==> config.mk <==
export PLATFORM = sky130hd
export DESIGN_NAME = imem_sample_buffer_flat
export DESIGN_NICKNAME = d
export VERILOG_FILES = /design/src/rtl/imem_sample_buffer_if.sv /design/src/rtl/imem_sample_buffer.sv /design/src/flat_wrapper.sv
export SDC_FILE = /design/constraint.sdc
export NUM_CORES = 1
export LEC_CHECK = 0
export ABC_AREA = 1
export CORE_MARGIN = 2
export CORE_UTILIZATION = 41
export CTS_BUF_LIST = sky130_fd_sc_hd__clkbuf_4
export CTS_CLUSTER_DIAMETER = 50
export DETAILED_ROUTE_END_ITERATION = 7
export DONT_BUFFER_PORTS = 1
export SETUP_SLACK_MARGIN = 0.05
export SLEW_MARGIN = 20
export SYNTH_ARGS = -nofsm -noshare
export SYNTH_HDL_FRONTEND = slang
export SYNTH_SLANG_ARGS = --single-unit
==> constraint.sdc <==
create_clock -name clk -period 4.05 [get_ports clk]
set_clock_uncertainty 0.05 [all_clocks]
set_input_delay 0.6075 -clock clk [delete_from_list [all_inputs] [get_ports clk]]
set_output_delay 0.6075 -clock clk [all_outputs]
set_load 0.02 [all_outputs]
==> src/rtl/imem_sample_buffer_if.sv <==
// Sample-in / MAC-control / tap-read bus
// for the IMEM sample buffer.
interface imem_sample_buffer_if #(
  parameter int DATA_W = 16,
  parameter int ADDR_W = 6
);
  logic              in_valid;
  logic              in_ready;
  logic [DATA_W-1:0] in_data;
  logic              mac_start;
  logic              mac_done;
  logic [ADDR_W-1:0] rd_addr;
  logic [DATA_W-1:0] rd_data;
  logic [ADDR_W:0]   fill_cnt;
  logic              timeout_err;

  modport master (
    output in_valid, in_data, mac_done, rd_addr,
    input  in_ready, mac_start, rd_data, fill_cnt, timeout_err
  );

  modport slave (
    input  in_valid, in_data, mac_done, rd_addr,
    output in_ready, mac_start, rd_data, fill_cnt, timeout_err
  );
endinterface

==> src/rtl/imem_sample_buffer.sv <==
// Circular sample delay line feeding the
// alu_mac stage, with start/done/watchdog FSM.
module imem_sample_buffer #(
  parameter int DATA_W  = 16,
  parameter int DEPTH   = 64,
  parameter int ADDR_W  = 6,
  parameter int TIMEOUT = 256
) (
  input  logic clk,
  input  logic reset,
  imem_sample_buffer_if.slave bus
);
  localparam int WD_W = $clog2(TIMEOUT);

  typedef enum logic [1:0] {
    IDLE,
    START,
    WAIT
  } state_t;

  state_t            state_q;
  logic              in_ready_q;
  logic              mac_start_q;
  logic              timeout_err_q;
  logic [ADDR_W-1:0] wr_ptr_q;
  logic [ADDR_W:0]   fill_q;
  logic [WD_W-1:0]   wd_q;
  logic [DATA_W-1:0] mem_q [DEPTH];
  logic [DATA_W-1:0] rd_data_q;
  logic              accept;
  logic [ADDR_W-1:0] raddr_d;

  // ready is forced low while reset is held
  assign bus.in_ready    = in_ready_q & ~reset;
  assign accept          = bus.in_valid & bus.in_ready;
  assign raddr_d         = wr_ptr_q - ADDR_W'(1) - bus.rd_addr;
  assign bus.mac_start   = mac_start_q;
  assign bus.rd_data     = rd_data_q;
  assign bus.fill_cnt    = fill_q;
  assign bus.timeout_err = timeout_err_q;

  // control FSM: accept, start pulse, wait for done or watchdog
  always_ff @(posedge clk) begin
    if (reset) begin
      state_q       <= IDLE;
      in_ready_q    <= 1'b1;
      mac_start_q   <= 1'b0;
      timeout_err_q <= 1'b0;
      wr_ptr_q      <= '0;
      fill_q        <= '0;
      wd_q          <= '0;
    end else begin
      mac_start_q <= 1'b0;
      unique case (state_q)
        IDLE: begin
          if (accept) begin
            wr_ptr_q    <= wr_ptr_q + ADDR_W'(1);
            if (fill_q != (ADDR_W+1)'(DEPTH))
              fill_q    <= fill_q + (ADDR_W+1)'(1);
            in_ready_q  <= 1'b0;
            mac_start_q <= 1'b1;
            state_q     <= START;
          end
        end
        START: begin
          wd_q    <= '0;
          state_q <= WAIT;
        end
        WAIT: begin
          wd_q <= wd_q + WD_W'(1);
          if (bus.mac_done) begin
            in_ready_q <= 1'b1;
            state_q    <= IDLE;
          end else if (wd_q == WD_W'(TIMEOUT-1)) begin
            timeout_err_q <= 1'b1;
            in_ready_q    <= 1'b1;
            state_q       <= IDLE;
          end
        end
        default: begin
          in_ready_q <= 1'b1;
          state_q    <= IDLE;
        end
      endcase
    end
  end

  // delay line write and registered newest-first tap read
  always_ff @(posedge clk) begin
    if (reset) begin
      for (int i = 0; i < DEPTH; i++)
        mem_q[i] <= '0;
      rd_data_q <= '0;
    end else begin
      if (accept)
        mem_q[wr_ptr_q] <= bus.in_data;
      rd_data_q <= mem_q[raddr_d];
    end
  end
endmodule

==> src/flat_wrapper.sv <==
// flat-port wrapper written by rule: the top's interface ports become plain ports
module imem_sample_buffer_flat 
#(
  parameter int DATA_W  = 16,
  parameter int DEPTH   = 64,
  parameter int ADDR_W  = 6,
  parameter int TIMEOUT = 256
)
  (clk, reset, bus_in_valid, bus_in_data, bus_mac_done, bus_rd_addr, bus_in_ready, bus_mac_start, bus_rd_data, bus_fill_cnt, bus_timeout_err);
  imem_sample_buffer_if #(.DATA_W(DATA_W), .ADDR_W(ADDR_W)) bus_i ();
  input  logic clk;
  input  logic reset;
  input wire logic [$bits(bus_i.in_valid)-1:0] bus_in_valid;
  input wire logic [$bits(bus_i.in_data)-1:0] bus_in_data;
  input wire logic [$bits(bus_i.mac_done)-1:0] bus_mac_done;
  input wire logic [$bits(bus_i.rd_addr)-1:0] bus_rd_addr;
  output wire logic [$bits(bus_i.in_ready)-1:0] bus_in_ready;
  output wire logic [$bits(bus_i.mac_start)-1:0] bus_mac_start;
  output wire logic [$bits(bus_i.rd_data)-1:0] bus_rd_data;
  output wire logic [$bits(bus_i.fill_cnt)-1:0] bus_fill_cnt;
  output wire logic [$bits(bus_i.timeout_err)-1:0] bus_timeout_err;
  assign bus_i.in_valid = bus_in_valid;
  assign bus_i.in_data = bus_in_data;
  assign bus_i.mac_done = bus_mac_done;
  assign bus_i.rd_addr = bus_rd_addr;
  assign bus_in_ready = bus_i.in_ready;
  assign bus_mac_start = bus_i.mac_start;
  assign bus_rd_data = bus_i.rd_data;
  assign bus_fill_cnt = bus_i.fill_cnt;
  assign bus_timeout_err = bus_i.timeout_err;
  imem_sample_buffer #(.DATA_W(DATA_W), .DEPTH(DEPTH), .ADDR_W(ADDR_W), .TIMEOUT(TIMEOUT)) u_core (.clk(clk), .reset(reset), .bus(bus_i));
endmodule
# After elaboration in Yosys (flattened, before gate mapping)
# Memory sizes are Yosys's and may differ from the RTL's. A register that Yosys moved wholly into a read port is not among the register bits.
# Cells that the tools add are included.
dict set report op_classes {
  addsub 5
  eq_ne 6
  muxes 17
  n_bitwise 6
  n_reduce_logical 9
}
# cell n
set ops {}
lappend ops {{$mux 16} 1}
lappend ops {{$pmux 8 s2} 1}
lappend ops {{$reduce_or 16->1} 1}
lappend ops {{$mux 1} 9}
lappend ops {{$reduce_and 3->1} 3}
lappend ops {{$add 8x1->8 const B} 1}
lappend ops {{$eq 8x8->1 const B} 1}
lappend ops {{$add 7x1->7 const B} 1}
lappend ops {{$ne 7x7->1 const B} 1}
lappend ops {{$add 6x1->6 const B} 1}
lappend ops {{$mux 2} 3}
lappend ops {{$mux 6} 1}
lappend ops {{$pmux 2 s3} 1}
lappend ops {{$sub 6x1->6 const B} 1}
lappend ops {{$sub 6x6->6} 1}
lappend ops {{$not 1->1} 4}
lappend ops {{$reduce_and 2->1} 2}
lappend ops {{$ne 3x2->1 const B} 1}
lappend ops {{$pmux 1 s3} 1}
lappend ops {{$and 1x1->1} 2}
lappend ops {{$eq 2x1->1 const B} 1}
lappend ops {{$eq 2x2->1 const B} 1}
lappend ops {{$logic_not 2->1} 1}
lappend ops {{$ne 2x1->1 const B} 1}
lappend ops {{other kinds (2)} 2}
dict set report totals {
  regBits 26
  ramBits 1024
  input_bits 26
  n_memories 1
}
# memory words word_bits read_ports rd_clocked_by_memory_dff wr line_no
set mem_list {}
lappend mem_list {u_core.mem_q 64 16 1 1 64 imem_sample_buffer.sv:28} ;# logic [DATA_W-1:0] mem_q [DEPTH];

# Depth between registers and ports, before layout
dict set report depth {
  word_depth 8
  ltp_mapped 17
}

# Worst setup path before layout
# No wires, ideal clock.
dict set report synth_timing {
  path_kind {input -> register}
  startpoint {input port bus_rd_addr[0]}
  endpoint {register u_core.rd_data_q[15] (netlist: u_core.bus.rd_data[15]) (read register of u_core.mem_q)}
  arrival_time_ns 2.499
  t_required_ns 3.936
  path_slack_ns 1.438
  stages 15
  path_buffers 3
  cell_sequence {inv_1 ha_1 fa_1 buf_2 inv_2 buf_2 clkbuf_1 o211ai_1 nand3_1 nand2_1 nand2_1 nand3_1 nand3_1 nand2_1 nor2_1}
}
dict set report synth_between {
  elab_chain_cells 1
}
# element line_no
set synth_rtl {}
lappend synth_rtl {{start, declared} flat_wrapper.sv:16} ;# input wire logic [$bits(bus_i.rd_addr)-1:0] bus_rd_addr;
lappend synth_rtl {{$sub 6x6->6} imem_sample_buffer.sv:36} ;# assign raddr_d = wr_ptr_q - ADDR_W'(1) - bus.rd_addr;
lappend synth_rtl {{end, declared} imem_sample_buffer.sv:29} ;# logic [DATA_W-1:0] rd_data_q;
# No other way between the ends.
# A chain may end at the register's enable or synchronous reset.

# Worst setup path after layout
dict set report layout_timing {
  startpoint {register u_core.wr_ptr_q[2]}
  endpoint {register u_core.rd_data_q[3] (netlist: u_core.bus.rd_data[3]) (read register of u_core.mem_q)}
}
dict set report layout_between {
  elab_chain_cells 2
}
# element line_no
set layout_rtl {}
lappend layout_rtl {{start, declared} imem_sample_buffer.sv:25} ;# logic [ADDR_W-1:0] wr_ptr_q;
lappend layout_rtl {{start signal, assigned} imem_sample_buffer.sv:57} ;# wr_ptr_q <= wr_ptr_q + ADDR_W'(1);
lappend layout_rtl {{$sub 6x1->6} imem_sample_buffer.sv:36}
lappend layout_rtl {{$sub 6x6->6} imem_sample_buffer.sv:36}
# No other way between the ends.

==> impl_metrics.toml <==
[global_routing]
grt_pass1_vias = 38600
grt_pass1_wl_um = 243000
antenna_found_initial = 4
grt_usage_pct = 25.7
grt.overflow.total = 0
grt_max_degree = 165

[yosys]
synthCells = 5603
yosys.area_share.adder_pct = 0.386
synth_fp_nets = 5644
yosys_register_bits = 1066
syn_area_um2 = 50600
synth.avg_cell_area_um2 = 9.02
synth_compound_area_share_pct = 1.73
ys_seq_area_share_pct = 62.5
synth_xor_xnor_area_share_pct = 0.0520
synth.distinct_cells = 37
synth_top_family_by_area = "simple AND/OR/NAND/NOR gates"
synthSimpleGateAreaFrac_pct = 28.1
synth_mux_area_share_pct = 0
yosysWarnings = 0

[sta]
rsz0062_at_grt = "false"
whs_ns = 0.186
max_freq_mhz = 275
hold_viol_final = 0
fin_ws_ns = 0.418
relSlewSlack_pct = 27.7
fin_tns_setup_ns = 0
fin_crit_ns = 3.63
setup_violations = 0
timing.final.crit_share_pct = 89.7
worst_pin_slew_ns = 1.08
slew_viol_final = 0

[floorplanning]
dieArea_um2 = 126000
start_util_pct = 41.4
die_width_um = 355
num_rows = 128
core_area_um2 = 122000
ios = 52
die_h_um = 355

[critical_path]
start_kind = "register"
endpoint_kind = "register"
worstPathArrival_ns = 4.65
cp.required_ns = 5.06
cp_max_fo = 34
reg2reg_from = "u_core.wr_ptr_q[2]"
path_class = "reg -> reg"
cp-startpoint = "u_core.wr_ptr_q[2]"

[place]
port-buffer-count = 0
gp_congestion = 0.964
dp_hpwl_um = 99900
postPlaceCellArea_um2 = 53000
pre_cts_ws_ns = 0.440

[routing]
wl_um = 163000
vias_per_cell = 5.23
drt_iter0_drc = 4499
drc = 0
drtAntennaViolNets = 0
post_drt_wl_per_cell_um = 21.4
vias = 39700
drtPass1Iterations = 6

[clocking]
cts_tree = "built"
post-cts-setup-buffers = 0
clock_sinks = 1066
clockBufferDepth = 4
clock_latency_ns = 1.20
clk_pin_slew_ns = 0.07
htree_levels = 5
root_buffer = "clkbuf_4"
cts_buffers = 313

[pwr]
power_density_nw_per_um2 = 520
irDropWorstVdd_mv = 0.307
p_leak_nw = 24.9

[worst_hold_path]
hp-class = "in -> reg"
hold_start = "bus_in_data[7]"

[outcome]
status = "finished, final reports clean"

[cells_and_area]
stdcell_area_um2 = 56900
num-fill-cells = 11800
area_growth_pct = 12.6
drive_above_1_share_pct = 14.5
finalNetCount = 5807

[flow_run]
max_cap_violations = 0
==> cell type report <==
cell class | count | area (µm²) | area share, %
tap | 1625 | 2030 | 3.57
antenna | 6 | 15.0 | 0.0264
multi-input combinational | 3635 | 15400 | 27.0
inverter | 505 | 1930 | 3.39
timing repair buffer | 245 | 2210 | 3.88
clock inverter | 44 | 219 | 0.385
clock buffer | 474 | 3560 | 6.25
sequential | 1066 | 31600 | 55.5
==> path summary, 6_finish.rpt <==
kind,end,slack (ns),cells past startpoint
hold reg to reg,u_core.wd_q[7],0.45,2
hold / removal,u_core.mem_q[15][7],0.19,2
setup / recovery,u_core.bus.rd_data[3],0.42,11
setup reg to reg,u_core.bus.rd_data[3],0.42,11
==> stage by stage <==
stage	total power, mW	utilization (%)	std cells
2_1_floorplan	17.1	-	5603
4_1_cts	29.7	46.6	7594
6_report	29.6	46.6	7600
3_5_place_dp	19.8	43.4	7063
5_1_grt	31.0	46.6	7600
3_3_place_gp	19.8	43.4	7063
==> cell families after synthesis <==
kind of cell / after synthesis
AND/OR/NAND/NOR: 3468
flip-flops: 1066
buffers and inverters: 902
AO/OA/AOI/OAI: 149
adder cells (fa/ha/maj): 15
XOR/XNOR: 3
==> worst max-delay path: stages, from the launching register on <==
cell	delay (ns)
dfxtp_1	0.75
ha_1	0.49
xor2_4	0.68
buf_12	0.32
buf_4	0.28
nand3_1	0.15
nand2_1	0.12
nand2_1	0.06
nand3_1	0.26
nand3_1	0.13
nand2_1	0.13
nor2_1	0.05
==> flip-flops by register name (all words and copies together) (netlist names) <==
register and flops:
u_core.wr_ptr_q 6, u_core.state_q 2, u_core.wd_q 8, u_core.bus.fill_cnt 7
u_core.bus.mac_start 1, u_core.bus.timeout_err 1, u_core.mem_q 1024, u_core.in_ready_q 1
u_core.bus.rd_data 16
==> synth_stat cells <==
library cell / n / area, µm²
or2_2: 50 / 313
ha_1: 14 / 175
clkbuf_1: 206 / 773
edfxtp_1: 1024 / 30700
nand3b_1: 3 / 22.5
a21oi_1: 20 / 100
buf_2: 133 / 666
buf_4: 21 / 158
nor2_4: 1 / 11.3
o21a_1: 2 / 15.0
clkinv_1: 1 / 3.75
dfxtp_1: 42 / 841
o21bai_1: 1 / 7.51
nor3_1: 11 / 55.1
nand3_1: 567 / 2840
buf_1: 34 / 128
nor3_2: 3 / 30.0
xor2_1: 1 / 8.76
nor4_2: 1 / 12.5
nor3_4: 3 / 48.8
nor4_4: 6 / 128
o21ai_1: 1 / 5.00
nand2_4: 1 / 11.3
xnor2_1: 2 / 17.5
buf_6: 1 / 11.3
clkbuf_2: 2 / 10.0
nor3b_1: 2 / 15.0
inv_2: 21 / 78.8
o21ai_0: 76 / 380
inv_1: 483 / 1810
nor2_2: 5 / 31.3
nor2_1: 1204 / 4520
o211ai_1: 49 / 368
nand2_1: 1553 / 5830
fa_1: 1 / 20.0
nand2_2: 53 / 332
nand4_1: 5 / 31.3
==> per-layer routing <==
metal	global-route usage, %	up-vias	share of wire [%]	wire length (µm)
met1	34.6	19000	40	65600
li1	-	18400	-	-
met2	40.5	1936	47	75800
met4	10.3	4	3.3	5290
met3	5.68	346	9.7	15800
met5	0	-	0.014	23
==> layout by cell type (no fill, tap or decap), types with 3 or more instances in the layout <==
cell type / count
dlygate4sd3_1: 13
nand3_1: 567
buf_4: 205
a21oi_1: 20
clkinv_1: 37
nor4_4: 6
or2_2: 50
nor3_4: 3
nand4_1: 5
clkinv_2: 17
nor2_2: 5
o211ai_1: 49
buf_12: 27
nor2_1: 1204
dfxtp_1: 42
inv_2: 7
inv_1: 483
edfxtp_1: 1024
clkbuf_4: 474
ha_1: 13
o21ai_0: 76
nand2_1: 1552
nand2_2: 54
diode_2: 6
nor3_2: 3
nor3_1: 11
nand3b_1: 3
==> what timing repair did <==
| action | CTS | global route |
|---|---|---|
| endpoints found under the hold margin | 500 | 0 |
| gates resized for setup | 0 | 0 |
| hold buffers | 13 | 0 |
==> report_power, final <==
| group | switching, mW | internal, mW |
|---|---|---|
| logic | 5.06 | 1.88 |
| registers | 0.234 | 12.5 |
| clock network | 4.56 | 5.40 |
Note: power is estimated with default switching activity, not from simulation.
